**config.mk**
```make
export PLATFORM = sky130hd
export DESIGN_NAME = ibex_mem_arbiter_flat
export DESIGN_NICKNAME = d
export VERILOG_FILES = /design/src/rtl/ibex_mem_arbiter_if.sv /design/src/rtl/ibex_mem_arbiter.sv /design/src/flat_wrapper.sv
export SDC_FILE = /design/constraint.sdc
export NUM_CORES = 1
export LEC_CHECK = 0
export CORE_AREA = 2 2 109 111
export CTS_BUF_LIST = sky130_fd_sc_hd__clkbuf_8
export DETAILED_ROUTE_END_ITERATION = 7
export DIE_AREA = 0 0 111 113
export PLACE_DENSITY = 0.66
export SETUP_SLACK_MARGIN = 0.05
export SLEW_MARGIN = 40
export SYNTH_ARGS = -nofsm -noshare
export SYNTH_HDL_FRONTEND = slang
export SYNTH_SLANG_ARGS = --single-unit
```
**constraint.sdc**
```tcl
create_clock -name clk_i -period 2.7 [get_ports clk_i]
set_input_delay 0.54 -clock clk_i [delete_from_list [all_inputs] [get_ports clk_i]]
set_output_delay 0.54 -clock clk_i [all_outputs]
set_load 0.01 [all_outputs]
```
**src/rtl/ibex_mem_arbiter_if.sv**
```systemverilog
// ibex_mem_arbiter_if
// Groups the instruction port, the data port and the SRAM port of the
// Ibex memory arbiter into one bundle.
//   slave  : the arbiter's view. It receives requests, drives grants and
//            responses, and drives the SRAM request side.
//   master : the surroundings' view (core + SRAM), with every direction flipped.
// Clock and reset are plain ports on the arbiter and are not part of this bundle.
interface ibex_mem_arbiter_if;
    // instruction port
    logic        instr_req_i;
    logic [31:0] instr_addr_i;
    logic        instr_gnt_o;
    logic        instr_rvalid_o;
    logic [31:0] instr_rdata_o;
    logic        instr_err_o;
    // data port
    logic        data_req_i;
    logic        data_we_i;
    logic [3:0]  data_be_i;
    logic [31:0] data_addr_i;
    logic [31:0] data_wdata_i;
    logic        data_gnt_o;
    logic        data_rvalid_o;
    logic [31:0] data_rdata_o;
    logic        data_err_o;
    // SRAM port
    logic        mem_req_o;
    logic        mem_we_o;
    logic [3:0]  mem_be_o;
    logic [31:0] mem_addr_o;
    logic [31:0] mem_wdata_o;
    logic        mem_rvalid_i;
    logic [31:0] mem_rdata_i;

    modport slave (
        input  instr_req_i, instr_addr_i,
        output instr_gnt_o, instr_rvalid_o, instr_rdata_o, instr_err_o,
        input  data_req_i, data_we_i, data_be_i, data_addr_i, data_wdata_i,
        output data_gnt_o, data_rvalid_o, data_rdata_o, data_err_o,
        output mem_req_o, mem_we_o, mem_be_o, mem_addr_o, mem_wdata_o,
        input  mem_rvalid_i, mem_rdata_i
    );

    modport master (
        output instr_req_i, instr_addr_i,
        input  instr_gnt_o, instr_rvalid_o, instr_rdata_o, instr_err_o,
        output data_req_i, data_we_i, data_be_i, data_addr_i, data_wdata_i,
        input  data_gnt_o, data_rvalid_o, data_rdata_o, data_err_o,
        input  mem_req_o, mem_we_o, mem_be_o, mem_addr_o, mem_wdata_o,
        output mem_rvalid_i, mem_rdata_i
    );
endinterface

```
**src/rtl/ibex_mem_arbiter.sv**
```systemverilog
// ibex_mem_arbiter
// Shares a single-port SRAM with 1-cycle read latency between the Ibex
// instruction and data interfaces.
// - The grant is combinational. The instruction port wins ties unless the
//   data port has been denied StarveLimit cycles in a row.
// - A granted address outside [MemStart, MemStart+MemSize) is not sent to
//   the SRAM. It gets an error response in the next cycle.
// - The response pipeline is one deep. It records who was granted and
//   routes the next cycle's SRAM response back to that port.
// Ports:
//   clk_i  : clock
//   rst_ni : asynchronous active-low reset. While it is low, every output is 0.
//   bus    : instruction, data and SRAM signals (ibex_mem_arbiter_if.slave)
module ibex_mem_arbiter #(
    parameter int unsigned MemSize     = 8192,
    parameter logic [31:0] MemStart    = 32'h0000_0000,
    parameter int unsigned StarveLimit = 4
) (
    input  logic                clk_i,
    input  logic                rst_ni,
    ibex_mem_arbiter_if.slave   bus
);

    typedef enum logic [1:0] {
        OWN_NONE  = 2'd0,
        OWN_INSTR = 2'd1,
        OWN_DATA  = 2'd2
    } owner_e;

    localparam logic [31:0] AddrMask = ~(32'(MemSize) - 32'd1);
    localparam logic [3:0]  StarveMax = 4'(StarveLimit);

    logic [3:0] starve_cnt, starve_cnt_nxt;
    owner_e     resp_owner, resp_owner_nxt;
    logic       resp_err, resp_err_nxt;

    logic instr_in_range, data_in_range;
    logic instr_win, data_win, win_in_range;
    logic starved;

    assign instr_in_range = (bus.instr_addr_i & AddrMask) == MemStart;
    assign data_in_range  = (bus.data_addr_i  & AddrMask) == MemStart;
    assign starved        = (starve_cnt == StarveMax);

    // Arbitration. Gating with rst_ni keeps the grants and the SRAM request
    // at 0 during reset, even though they are combinational.
    // NOTE: every signal assigned in an always_comb gets a default at the top
    // of the block, so no path leaves it unassigned and no latch is inferred.
    always_comb begin
        instr_win = 1'b0;
        data_win  = 1'b0;
        if (rst_ni) begin
            if (bus.instr_req_i && bus.data_req_i) begin
                data_win  = starved;
                instr_win = !starved;
            end else begin
                instr_win = bus.instr_req_i;
                data_win  = bus.data_req_i;
            end
        end
    end

    assign win_in_range = (instr_win && instr_in_range) || (data_win && data_in_range);

    assign bus.instr_gnt_o = instr_win;
    assign bus.data_gnt_o  = data_win;

    // The SRAM request side stays all-zero unless an in-range winner is
    // forwarded. An instruction fetch never writes.
    always_comb begin
        bus.mem_req_o   = 1'b0;
        bus.mem_we_o    = 1'b0;
        bus.mem_be_o    = 4'b0000;
        bus.mem_addr_o  = 32'h0;
        bus.mem_wdata_o = 32'h0;
        if (win_in_range) begin
            bus.mem_req_o = 1'b1;
            if (data_win) begin
                bus.mem_we_o    = bus.data_we_i;
                bus.mem_be_o    = bus.data_be_i;
                bus.mem_addr_o  = bus.data_addr_i;
                bus.mem_wdata_o = bus.data_wdata_i;
            end else begin
                bus.mem_addr_o  = bus.instr_addr_i;
            end
        end
    end

    // The starvation counter counts consecutive cycles in which data asks
    // and is denied. It saturates at the limit and clears otherwise.
    always_comb begin
        starve_cnt_nxt = 4'd0;
        if (bus.data_req_i && !data_win) begin
            starve_cnt_nxt = starved ? starve_cnt : starve_cnt + 4'd1;
        end
    end

    always_comb begin
        resp_owner_nxt = OWN_NONE;
        if (data_win) begin
            resp_owner_nxt = OWN_DATA;
        end else if (instr_win) begin
            resp_owner_nxt = OWN_INSTR;
        end
        resp_err_nxt = (instr_win && !instr_in_range) || (data_win && !data_in_range);
    end

    // NOTE: sequential state uses non-blocking assignments, so every register
    // samples values from before the edge, whatever order the blocks run in.
    always_ff @(posedge clk_i or negedge rst_ni) begin
        if (!rst_ni) begin
            starve_cnt <= 4'd0;
            resp_owner <= OWN_NONE;
            resp_err   <= 1'b0;
        end else begin
            starve_cnt <= starve_cnt_nxt;
            resp_owner <= resp_owner_nxt;
            resp_err   <= resp_err_nxt;
        end
    end

    // Response routing. An error response does not wait for the SRAM, and an
    // SRAM response that arrives with no owner, or with an error, is dropped.
    // rdata is 0 when there is no owner, so idle cycles read all-zero.
    logic        resp_active;
    logic        resp_valid;
    logic [31:0] resp_rdata;

    assign resp_active = rst_ni && (resp_owner != OWN_NONE);
    assign resp_valid  = resp_active && (resp_err || bus.mem_rvalid_i);
    assign resp_rdata  = (resp_active && !resp_err) ? bus.mem_rdata_i : 32'h0;

    assign bus.instr_rvalid_o = resp_valid && (resp_owner == OWN_INSTR);
    assign bus.instr_err_o    = resp_active && resp_err && (resp_owner == OWN_INSTR);
    assign bus.instr_rdata_o  = resp_rdata;
    assign bus.data_rvalid_o  = resp_valid && (resp_owner == OWN_DATA);
    assign bus.data_err_o     = resp_active && resp_err && (resp_owner == OWN_DATA);
    assign bus.data_rdata_o   = resp_rdata;

endmodule

```
**src/flat_wrapper.sv**
```systemverilog
// flat-port wrapper written by rule: the top's interface ports become plain ports
module ibex_mem_arbiter_flat 
#(
    parameter int unsigned MemSize     = 8192,
    parameter logic [31:0] MemStart    = 32'h0000_0000,
    parameter int unsigned StarveLimit = 4
)
  (clk_i, rst_ni, bus_instr_req_i, bus_instr_addr_i, bus_instr_gnt_o, bus_instr_rvalid_o, bus_instr_rdata_o, bus_instr_err_o, bus_data_req_i, bus_data_we_i, bus_data_be_i, bus_data_addr_i, bus_data_wdata_i, bus_data_gnt_o, bus_data_rvalid_o, bus_data_rdata_o, bus_data_err_o, bus_mem_req_o, bus_mem_we_o, bus_mem_be_o, bus_mem_addr_o, bus_mem_wdata_o, bus_mem_rvalid_i, bus_mem_rdata_i);
  ibex_mem_arbiter_if bus_i ();
  input  logic clk_i;
  input  logic rst_ni;
  input wire logic [$bits(bus_i.instr_req_i)-1:0] bus_instr_req_i;
  input wire logic [$bits(bus_i.instr_addr_i)-1:0] bus_instr_addr_i;
  output wire logic [$bits(bus_i.instr_gnt_o)-1:0] bus_instr_gnt_o;
  output wire logic [$bits(bus_i.instr_rvalid_o)-1:0] bus_instr_rvalid_o;
  output wire logic [$bits(bus_i.instr_rdata_o)-1:0] bus_instr_rdata_o;
  output wire logic [$bits(bus_i.instr_err_o)-1:0] bus_instr_err_o;
  input wire logic [$bits(bus_i.data_req_i)-1:0] bus_data_req_i;
  input wire logic [$bits(bus_i.data_we_i)-1:0] bus_data_we_i;
  input wire logic [$bits(bus_i.data_be_i)-1:0] bus_data_be_i;
  input wire logic [$bits(bus_i.data_addr_i)-1:0] bus_data_addr_i;
  input wire logic [$bits(bus_i.data_wdata_i)-1:0] bus_data_wdata_i;
  output wire logic [$bits(bus_i.data_gnt_o)-1:0] bus_data_gnt_o;
  output wire logic [$bits(bus_i.data_rvalid_o)-1:0] bus_data_rvalid_o;
  output wire logic [$bits(bus_i.data_rdata_o)-1:0] bus_data_rdata_o;
  output wire logic [$bits(bus_i.data_err_o)-1:0] bus_data_err_o;
  output wire logic [$bits(bus_i.mem_req_o)-1:0] bus_mem_req_o;
  output wire logic [$bits(bus_i.mem_we_o)-1:0] bus_mem_we_o;
  output wire logic [$bits(bus_i.mem_be_o)-1:0] bus_mem_be_o;
  output wire logic [$bits(bus_i.mem_addr_o)-1:0] bus_mem_addr_o;
  output wire logic [$bits(bus_i.mem_wdata_o)-1:0] bus_mem_wdata_o;
  input wire logic [$bits(bus_i.mem_rvalid_i)-1:0] bus_mem_rvalid_i;
  input wire logic [$bits(bus_i.mem_rdata_i)-1:0] bus_mem_rdata_i;
  assign bus_i.instr_req_i = bus_instr_req_i;
  assign bus_i.instr_addr_i = bus_instr_addr_i;
  assign bus_instr_gnt_o = bus_i.instr_gnt_o;
  assign bus_instr_rvalid_o = bus_i.instr_rvalid_o;
  assign bus_instr_rdata_o = bus_i.instr_rdata_o;
  assign bus_instr_err_o = bus_i.instr_err_o;
  assign bus_i.data_req_i = bus_data_req_i;
  assign bus_i.data_we_i = bus_data_we_i;
  assign bus_i.data_be_i = bus_data_be_i;
  assign bus_i.data_addr_i = bus_data_addr_i;
  assign bus_i.data_wdata_i = bus_data_wdata_i;
  assign bus_data_gnt_o = bus_i.data_gnt_o;
  assign bus_data_rvalid_o = bus_i.data_rvalid_o;
  assign bus_data_rdata_o = bus_i.data_rdata_o;
  assign bus_data_err_o = bus_i.data_err_o;
  assign bus_mem_req_o = bus_i.mem_req_o;
  assign bus_mem_we_o = bus_i.mem_we_o;
  assign bus_mem_be_o = bus_i.mem_be_o;
  assign bus_mem_addr_o = bus_i.mem_addr_o;
  assign bus_mem_wdata_o = bus_i.mem_wdata_o;
  assign bus_i.mem_rvalid_i = bus_mem_rvalid_i;
  assign bus_i.mem_rdata_i = bus_mem_rdata_i;
  ibex_mem_arbiter #(.MemSize(MemSize), .MemStart(MemStart), .StarveLimit(StarveLimit)) u_core (.clk_i(clk_i), .rst_ni(rst_ni), .bus(bus_i));
endmodule
```
---- Word level (Yosys, flattened, before mapping) ----
Cells that the tools add are included.
cells by class
  reductions and logical operators ........ 25
  add/sub/neg operators ................... 1
  muxes and demuxes ....................... 18
  equal/unequal tests ..................... 4
operator list
  cell                                                 count
  2-to-1 mux 32 bit                                    5
  logical NOT 32 bit                                   2
  2-to-1 mux 4 bit                                     4
  logical AND 1 bit                                    14
  2-to-1 mux 1 bit                                     8
  logical NOT 1 bit                                    5
  adder 4 x 1 -> 4 bit, second input constant          1
  equality test 4 x 3 -> 1 bit, second input constant  1
  logical OR 1 bit                                     3
  equality test 2 x 1 -> 1 bit, second input constant  1
  equality test 2 bit, second input constant           1
  2-to-1 mux 2 bit                                     1
  != test 2 bit, second input constant                 1
  nonzero test 2 bit                                   1
word-level totals
  input bits .............................. 138
  bits in registers ....................... 7
  word-level logic and storage cells ...... 51

---- Depth between registers and ports, before layout ----
Gate-level depths: netlist of the first run.
  depth after elaboration ................. 7
  mapped depth ............................ 8
  mapped depth without buffers ............ 6

---- Least setup slack after synthesis of the first run ----
No wires, ideal clock.
  path type ............................... input to output
  from .................................... input bus_instr_addr_i[15]
  to ...................................... output bus_mem_addr_o[10]
  data arrival time ....................... 1592 ps
  stages on the path ...................... 5
  path slack .............................. 568 ps
  cell sequence ........................... nor4_1 > nand4_1 > nor4_4 > buf_4 > a32o_1
between the ends
  longest elaborated chain between the ends .. 4
ends and longest elaborated chain
  what                RTL line                RTL
  from (decl)         flat_wrapper.sv:13      input wire logic [$bits(bus_i.instr_addr_i)-1:0] bus_instr_addr_i;
  logical NOT 32 bit  ibex_mem_arbiter.sv:41  assign instr_in_range = (bus.instr_addr_i & AddrMask) == MemStart;
  logical AND 1 bit   ibex_mem_arbiter.sv:63  assign win_in_range = (instr_win && instr_in_range) || (data_win && data_in_range);
  logical OR 1 bit    ibex_mem_arbiter.sv:63
  2-to-1 mux 32 bit   ibex_mem_arbiter.sv:76  if (win_in_range) begin
  to (decl)           flat_wrapper.sv:30      output wire logic [$bits(bus_i.mem_addr_o)-1:0] bus_mem_addr_o;
Every way passes these cells.

---- Final worst setup path of the first run ----
  from .................................... input bus_instr_addr_i[30]
  to ...................................... output bus_mem_addr_o[4]
Same word-level chain as after synthesis.

==> impl_metrics.tcl, run 1 <==
set metrics [dict create \
    grt.total_usage_pct 12.9 \
    skew_ns 0.00201 \
    yosysSeqAreaShare_pct 10.8 \
    num_rows 39 \
    p_per_area_nw_per_um2 153 \
    ctsRootBufferMaster "sky130_fd_sc_hd__clkbuf_8" \
    summed_area_of_non_filler_cells_in_the_final_layout_um2 4360 \
    synth_area_leader_cell "sky130_fd_sc_hd__and2_1" \
    antenna_found_initial 0 \
    power.static_leakage_nw 2.06 \
    final_min_period_over_clock_period_pct 97.2 \
    die_area_um2 12500 \
    vdd.ir_drop.worst_mv 0.114 \
    start_util_pct 14.4 \
    fraction_of_final_layout_cells_with_drive_strength_greater_than_1_pct 25.5 \
    grt_pass1_vias 2478 \
    timing.reg2reg.worst_path_depth 7 \
    mostFrequentLayoutCell "sky130_fd_sc_hd__clkdlybuf4s50_1" \
    syn_inst 218 \
    gr-total-overflow 0 \
    clkTransAtPathRegs_ns 0.04 \
    io_pins 278 \
    setup-violations-final 0 \
    global_route_wire_length_before_repair_mm 13.0 \
    placement.io_buffers 258 \
    timing_hold_violations_final 0 \
    placed_cell_area_um2 4190 \
    achievable-frequency_mhz 381 \
    holdBufCountCts 0 \
    drtIter0Drc 27 \
    synth.area.top_cells "sky130_fd_sc_hd__and2_1 28%, sky130_fd_sc_hd__buf_4 24%, sky130_fd_sc_hd__dfrtp_1 11%, sky130_fd_sc_hd__a32o_1 8.0%, sky130_fd_sc_hd__and2_0 3.5%" \
    maximum_number_of_pins_on_one_net_before_global_route_repair 31 \
    required_ns 2.16 \
    hp-class "input pin to async pin" \
    dieHeight_um 113 \
    tritoncts "built" \
    yosysTopAreaCellShare_pct 28.1 \
    layout.core_utilization_pct 38.7 \
    routed_via_density 3.92 \
    cts_made_buffers 3 \
    area_growth_syn_to_layout_pct 168 \
    finish.net_count 615 \
    totalPowerFinal_uw 668 \
    fillers 1161 \
    syn-mean-instance-area_um2 7.45 \
    vias 2421 \
    place_hpwl_mm 7.33 \
    maxSlewViolCount 0 \
    drc 0 \
    worst_path_max_fanout 3 \
    max_cap_violations 0 \
    worstSetupEndpointType "output port" \
    h-tree-depth 1 \
    status "finished, final reports clean" \
    detail_route.first_pass.iterations 4 \
    detail-route-antenna-nets 0 \
    ys_ff_latch 7 \
    die_x_um 111 \
    netlist-cell-type-count 35 \
    highest_count_cells_in_the_layout_ignoring_fill_and_taps "161 x sky130_fd_sc_hd__clkdlybuf4s50_1, 69 x sky130_fd_sc_hd__and2_1, 41 x sky130_fd_sc_hd__buf_2, 22 x sky130_fd_sc_hd__buf_4, 19 x sky130_fd_sc_hd__conb_1" \
    setup.worst_path.class "input pin to output port" \
    routedWlPerCell_um 14.2 \
    ys.warnings.count 0 \
    clock_latency_ns 0.23 \
    grt_setup_unrepaired "true" \
    clock_tree.buffer_depth 2 \
    syn_area_um2 1620 \
    antennaDiodeCount 0 \
    cts_num_sinks 7 \
    cp_data_arrival_time_ns 2.08 \
    finalWeightedCongestion 0.818 \
    total_wirelength_of_the_detailed_routed_design_mm 8.77 \
    core-area_um2 11300 \
    period_minus_slack_ns 2.62 \
    setup.worst_path.start_class "input pin" \
]
==> report_power, final <==
group,switching (mW),internal [mW],leakage (nW)
logic,0.138,0.267,1.94
registers,0.00659,0.112,0.0929
clock network,0.0461,0.0983,0.0269
==> kinds of logic (layout without fill, tap and decap cells) <==
kind of cell / after synthesis / after routing / share of synthesized area [%]
AND/OR/NAND/NOR: 118 / 118 / 45.8
buffers and inverters: 66 / 304 / 28.7
AO/OA/AOI/OAI: 22 / 22 / 11.8
flip-flops: 7 / 7 / 10.8
adder cells (fa/ha/maj): 2 / 2 / 1.54
XOR/XNOR: 2 / 2 / 1.08
other: 1 / 19 / 0.231
==> per-stage QoR <==
| step | hold WS, ns | TNS (ns) | setup WS [ns] | std cells |
|---|---|---|---|---|
| 4_1_cts | 0.455 | -0.394 | -0.135 | 612 |
| 3_5_place_dp | 0.634 | -28.15 | -0.423 | 591 |
| 5_1_grt | 0.470 | -0.00538 | -0.00538 | 617 |
| 3_3_place_gp | 0.600 | -26.47 | -0.408 | 591 |
| 2_1_floorplan | 0.244 | 0 | 0.568 | 236 |
| 6_report | 0.456 | 0 | 0.0759 | 617 |
==> state kept, by name (all words and copies together), names as in the netlist <==
name	cells
u_core.resp_owner	2
u_core.resp_err	1
u_core.starve_cnt	4
==> metal layers <==
metal | part of all wire (%) | vias up | track usage (%)
li1 | - | 1170 | -
met1 | 34 | 1059 | 13.2
met2 | 54 | 178 | 25.8
met3 | 9.6 | 14 | 2.84
met4 | 2.0 | 0 | 4.25
met5 | 0 | - | 0
==> Yosys cell counts <==
cell type	number
sky130_fd_sc_hd__a32o_1	13
sky130_fd_sc_hd__o21a_1	1
sky130_fd_sc_hd__a21oi_1	1
sky130_fd_sc_hd__o22ai_1	1
sky130_fd_sc_hd__clkbuf_2	1
sky130_fd_sc_hd__nor2b_1	1
sky130_fd_sc_hd__nand4_1	2
sky130_fd_sc_hd__buf_2	3
sky130_fd_sc_hd__nand3b_4	1
sky130_fd_sc_hd__ha_1	2
sky130_fd_sc_hd__clkbuf_1	3
sky130_fd_sc_hd__a21oi_2	1
sky130_fd_sc_hd__and2_0	9
sky130_fd_sc_hd__nor2_2	1
sky130_fd_sc_hd__buf_6	2
sky130_fd_sc_hd__o21ai_0	2
sky130_fd_sc_hd__nor3b_1	2
sky130_fd_sc_hd__o31a_1	1
sky130_fd_sc_hd__nand2b_1	3
sky130_fd_sc_hd__nand2_1	4
sky130_fd_sc_hd__conb_1	1
sky130_fd_sc_hd__and2_1	73
sky130_fd_sc_hd__nor3_1	1
sky130_fd_sc_hd__nor4_4	1
sky130_fd_sc_hd__nand3_1	2
sky130_fd_sc_hd__xor2_1	2
sky130_fd_sc_hd__nor2_1	7
sky130_fd_sc_hd__nor4_1	8
sky130_fd_sc_hd__or3_1	1
sky130_fd_sc_hd__buf_4	53
sky130_fd_sc_hd__and3b_1	1
sky130_fd_sc_hd__a21o_1	2
sky130_fd_sc_hd__nor3_2	1
sky130_fd_sc_hd__dfrtp_1	7
sky130_fd_sc_hd__inv_1	4
==> timing repair <==
item	CTS	global route
gates resized for setup	269	41
gates cloned	3	0
setup buffers	15	7
pin swaps	10	12
hold endpoints to repair	0	0
setup endpoints to repair	116	58
==> area by class of cell <==
type | instances | area, um^2 | share of cell area [%]
timing repair buffer | 296 | 2760 | 63.3
clock buffer | 3 | 41.3 | 0.947
multi-input combinational | 163 | 1190 | 27.2
sequential | 7 | 175 | 4.02
clock inverter | 1 | 3.75 | 0.0861
tap | 143 | 179 | 4.11
inverter | 4 | 15.0 | 0.345
==> worst max-delay path: stages <==
cell and delay (ns):
sky130_fd_sc_hd__buf_2 0.12, sky130_fd_sc_hd__nor4_4 0.27, sky130_fd_sc_hd__nand4_1 0.17, sky130_fd_sc_hd__nor4_4 0.27, sky130_fd_sc_hd__clkbuf_16 0.20, sky130_fd_sc_hd__buf_8 0.09
sky130_fd_sc_hd__buf_6 0.09, sky130_fd_sc_hd__buf_6 0.08, sky130_fd_sc_hd__a32o_1 0.11, sky130_fd_sc_hd__buf_2 0.13
==> worst paths after layout <==
| kind | start | to | slack, ns |
|---|---|---|---|
| setup / recovery | bus_instr_addr_i[30] | bus_mem_addr_o[4] | 0.08 |
| hold / removal | rst_ni | u_core.resp_owner[1]$_DFF_PN0_ | 0.46 |
| setup reg to reg | u_core.starve_cnt[1]$_DFFE_PN0P_ | u_core.resp_err$_DFF_PN0_ | 1.16 |
| hold reg to reg | u_core.starve_cnt[3]$_DFFE_PN0P_ | u_core.starve_cnt[3]$_DFFE_PN0P_ | 0.64 |
| max in group asynchronous | rst_ni | u_core.starve_cnt[1]$_DFFE_PN0P_ | 2.13 |
| min in group clk_i | u_core.starve_cnt[3]$_DFFE_PN0P_ | u_core.starve_cnt[3]$_DFFE_PN0P_ | 0.64 |
No activity file was read; power rests on OpenSTA's default activity.
==> run 2, diff against run 1 <==
- ABC_AREA: not set -> 1
- CORE_AREA: 2 2 109 111 -> 2 2 106 108
- DIE_AREA: 0 0 111 113 -> 0 0 108 110
- PLACE_DENSITY: 0.66 -> 0.72
- SETUP_SLACK_MARGIN: 0.05 -> 0.2
==> run 2 against run 1 <==
- non-clock buffer count grew 2
- final cell count rose by 23%
- power is 7.1% higher
- critical endpoint is now bus_mem_wdata_o[14]
- fmax grew 7.4%
- first-iteration DRC count rose to 3.7 times the previous value
- combinational power up 11%
- count of clock-buffer cells in the layout unchanged
- die area fell by 5.3%
- sequential share of layout area is 0.30 points lower
- synthesized cell count rose by 68%
==> impl_metrics.tcl, run 2 <==
set metrics [dict create \
    syn_area_um2 1890 \
    syn-mean-instance-area_um2 5.14 \
    num_rows 38 \
    critical-path-max-stage-delay_ns 0.16 \
    cp_data_arrival_time_ns 1.90 \
    io_pins 278 \
    drc 0 \
    ys_ff_latch 7 \
    global_route_wire_length_before_repair_mm 14.0 \
    routed_via_density 4.06 \
    required_ns 2.16 \
    grt.met3_usage_pct 2.41 \
    routedWlPerCell_um 13.2 \
    clock_latency_ns 0.23 \
    holdBufCountCts 0 \
    die_x_um 108 \
    detail-route-antenna-nets 0 \
    post_synth_most_frequent_cells "98 x sky130_fd_sc_hd__nand2_1, 64 x sky130_fd_sc_hd__inv_1, 52 x sky130_fd_sc_hd__nor2_1" \
    setup.worst_path.class "input pin to output port" \
    cell_at_the_slowest_stage_of_the_critical_path "sky130_fd_sc_hd__clkdlybuf4s15_1" \
    gr-total-overflow 0 \
    maxSlewViolCount 0 \
    antennaDiodeCount 0 \
    detailedPlace.worstSlack_ns -0.455 \
    grtUsageMet2_pct 32.2 \
    highest_count_cells_in_the_layout_ignoring_fill_and_taps "153 x sky130_fd_sc_hd__clkdlybuf4s50_1, 97 x sky130_fd_sc_hd__nand2_1, 60 x sky130_fd_sc_hd__inv_1, 49 x sky130_fd_sc_hd__buf_2, 43 x sky130_fd_sc_hd__nor2_1" \
    skew_ns 0.00160 \
    cts_made_buffers 3 \
    setup.worst_path.start_class "input pin" \
    max_cap_violations 0 \
    h-tree-depth 1 \
    worst_path_max_fanout 7 \
    place_hpwl_mm 7.37 \
    fraction_of_final_layout_cells_with_drive_strength_greater_than_1_pct 26.5 \
    vdd.ir_drop.worst_mv 0.114 \
    layout_top_registers "u_core.starve_cnt x4, u_core.resp_owner x2, u_core.resp_err x1" \
    final_min_period_over_clock_period_pct 90.5 \
    total_wirelength_of_the_detailed_routed_design_mm 9.95 \
    netlist-cell-type-count 20 \
    dominant_cell_by_count_in_the_synthesized_netlist "sky130_fd_sc_hd__nand2_1" \
    total_area_of_multi_input_combinational_cells_um2 1250 \
    clkTransAtPathRegs_ns 0.04 \
    final_critical_path_setup_slack_ns 0.256 \
    ys.warnings.count 0 \
    final-seq-area_um2 175 \
    vias 3066 \
    totalPowerFinal_uw 716 \
    drtIter0Drc 99 \
    syn_inst 367 \
    path_buf_inv 6 \
    critical-path-top-delay-family "buffers and inverters" \
    area_growth_syn_to_layout_pct 149 \
    synth-edff-count 0 \
    maximum_number_of_pins_on_one_net_before_global_route_repair 35 \
    yosysTopAreaCellShare_pct 20.3 \
    synth_area_leader_cell "sky130_fd_sc_hd__buf_4" \
    ctsRootBufferMaster "sky130_fd_sc_hd__clkbuf_8" \
    die_area_um2 11900 \
    start_util_pct 17.6 \
    synth.area.top_cells "sky130_fd_sc_hd__buf_4 20%, sky130_fd_sc_hd__nand2_1 19%, sky130_fd_sc_hd__a21oi_1 14%, sky130_fd_sc_hd__inv_1 13%, sky130_fd_sc_hd__nor2_1 10%" \
    placed_cell_area_um2 4410 \
    grt.total_usage_pct 15.0 \
    dieHeight_um 110 \
    regMostFlops "u_core.starve_cnt" \
    async_reset_ff_share_pct 100 \
    mostFrequentLayoutCell "sky130_fd_sc_hd__clkdlybuf4s50_1" \
    clock_tree.buffer_depth 2 \
    hp-class "input pin to async pin" \
    p_per_area_nw_per_um2 152 \
    worstSetupEndpointType "output port" \
    finish.net_count 757 \
    period_minus_slack_ns 2.44 \
    timing_hold_violations_final 0 \
    fillers 1099 \
    grt_pass1_vias 2934 \
    gr-usage-met1_pct 14.7 \
    largest_reg_flops 4 \
    placement.io_buffers 258 \
    antenna_found_initial 0 \
    core-area_um2 10700 \
    status "finished, final reports clean" \
    achievable-frequency_mhz 409 \
    summed_area_of_non_filler_cells_in_the_final_layout_um2 4710 \
    grt-busiest-layer "met2" \
    setup-violations-final 0 \
    yosysSeqAreaShare_pct 9.28 \
    critical_path.cell_chain "clkdlybuf4s15_1 -> nor2_1 -> nand3_1 -> nor2_1 -> buf_4 -> nand3_4 -> buf_6 -> buf_6 -> buf_16 -> a21oi_2 -> buf_2" \
    tritoncts "built" \
    power.static_leakage_nw 2.37 \
    finalWeightedCongestion 0.726 \
    ys.flop_type "sky130_fd_sc_hd__dfrtp_1" \
    timing.reg2reg.setup_slack_ns 1.20 \
    grt_setup_unrepaired "true" \
    cts_num_sinks 7 \
    detail_route.first_pass.iterations 4 \
]
-- run 2: cell type report --
type                       instances  share of cell area (%)
timing repair buffer             298                    59.8
multi-input combinational        243                    26.7
inverter                          64                    5.11
sequential                         7                    3.72
tap                              140                    3.72
clock buffer                       3                   0.877
clock inverter                     1                  0.0798
-- run 2: logic make-up after synthesis --
family	after synthesis	synth area share (%)
other	1	0.199
flip-flops	7	9.28
AND/OR/NAND/NOR	164	34.5
buffers and inverters	135	38.0
AO/OA/AOI/OAI	56	15.8
adder cells (fa/ha/maj)	2	1.33
XOR/XNOR	2	0.928
-- run 2: per-stage QoR --
stage / setup TNS (ns) / hold slack [ns] / instances / utilization, %
final: 0 / 0.378 / 756 / 44.0
after global routing: 0 / 0.406 / 756 / 44.0
after CTS: 0 / 0.536 / 750 / 43.1
after detailed placement: -30.18 / 0.559 / 729 / 41.3
after global placement: -31.85 / 0.546 / 729 / 41.3
after floorplan: 0 / 0.244 / 385 / -
-- run 2: path summary, 6_finish.rpt --
check                                                 start                               end  depth (start not counted)
max reg2reg                u_core.starve_cnt[1]$_DFFE_PN0P_  u_core.starve_cnt[1]$_DFFE_PN0P_                          9
min                                                  rst_ni  u_core.starve_cnt[2]$_DFFE_PN0P_                          3
min reg2reg                u_core.starve_cnt[3]$_DFFE_PN0P_  u_core.starve_cnt[3]$_DFFE_PN0P_                          2
max                                     bus_data_addr_i[15]               bus_mem_wdata_o[14]                         11
min in group clk_i         u_core.starve_cnt[3]$_DFFE_PN0P_  u_core.starve_cnt[3]$_DFFE_PN0P_                          2
max in group asynchronous                            rst_ni    u_core.resp_owner[1]$_DFF_PN0_                          3
-- run 2: timing repair --
action,4_1_cts,5_1_grt
endpoints found under the setup margin,121,104
gates resized for setup,310,73
hold endpoints to repair,0,0
gates cloned,8,1
buffers inserted,9,5
pin swaps,44,40
-- run 2: routing by layer --
layer	wire length (um)	share of wire [%]
met1	3410	34
met2	5580	56
met3	812	8.2
met4	142	1.4
met5	0	0
-- run 2: tightest hold or removal path: cells and delay by family --
kind	cells	cell delay, ns
buffers and inverters	3	0.41
-- run 2: power by group --
| group | total (mW) | internal [mW] | switching [mW] |
|---|---|---|---|
| Combinational | 0.450 | 0.274 | 0.176 |
| Clock | 0.143 | 0.0982 | 0.0446 |
| Sequential | 0.122 | 0.114 | 0.00838 |
| Total | 0.716 | 0.487 | 0.229 |
==> run 3, diff against run 2 <==
- CAP_MARGIN: not set -> 0
- SLEW_MARGIN: 40 -> 20
==> results of run 3 <==
The final DEF is identical to that of run 2; final timing and power are the same.
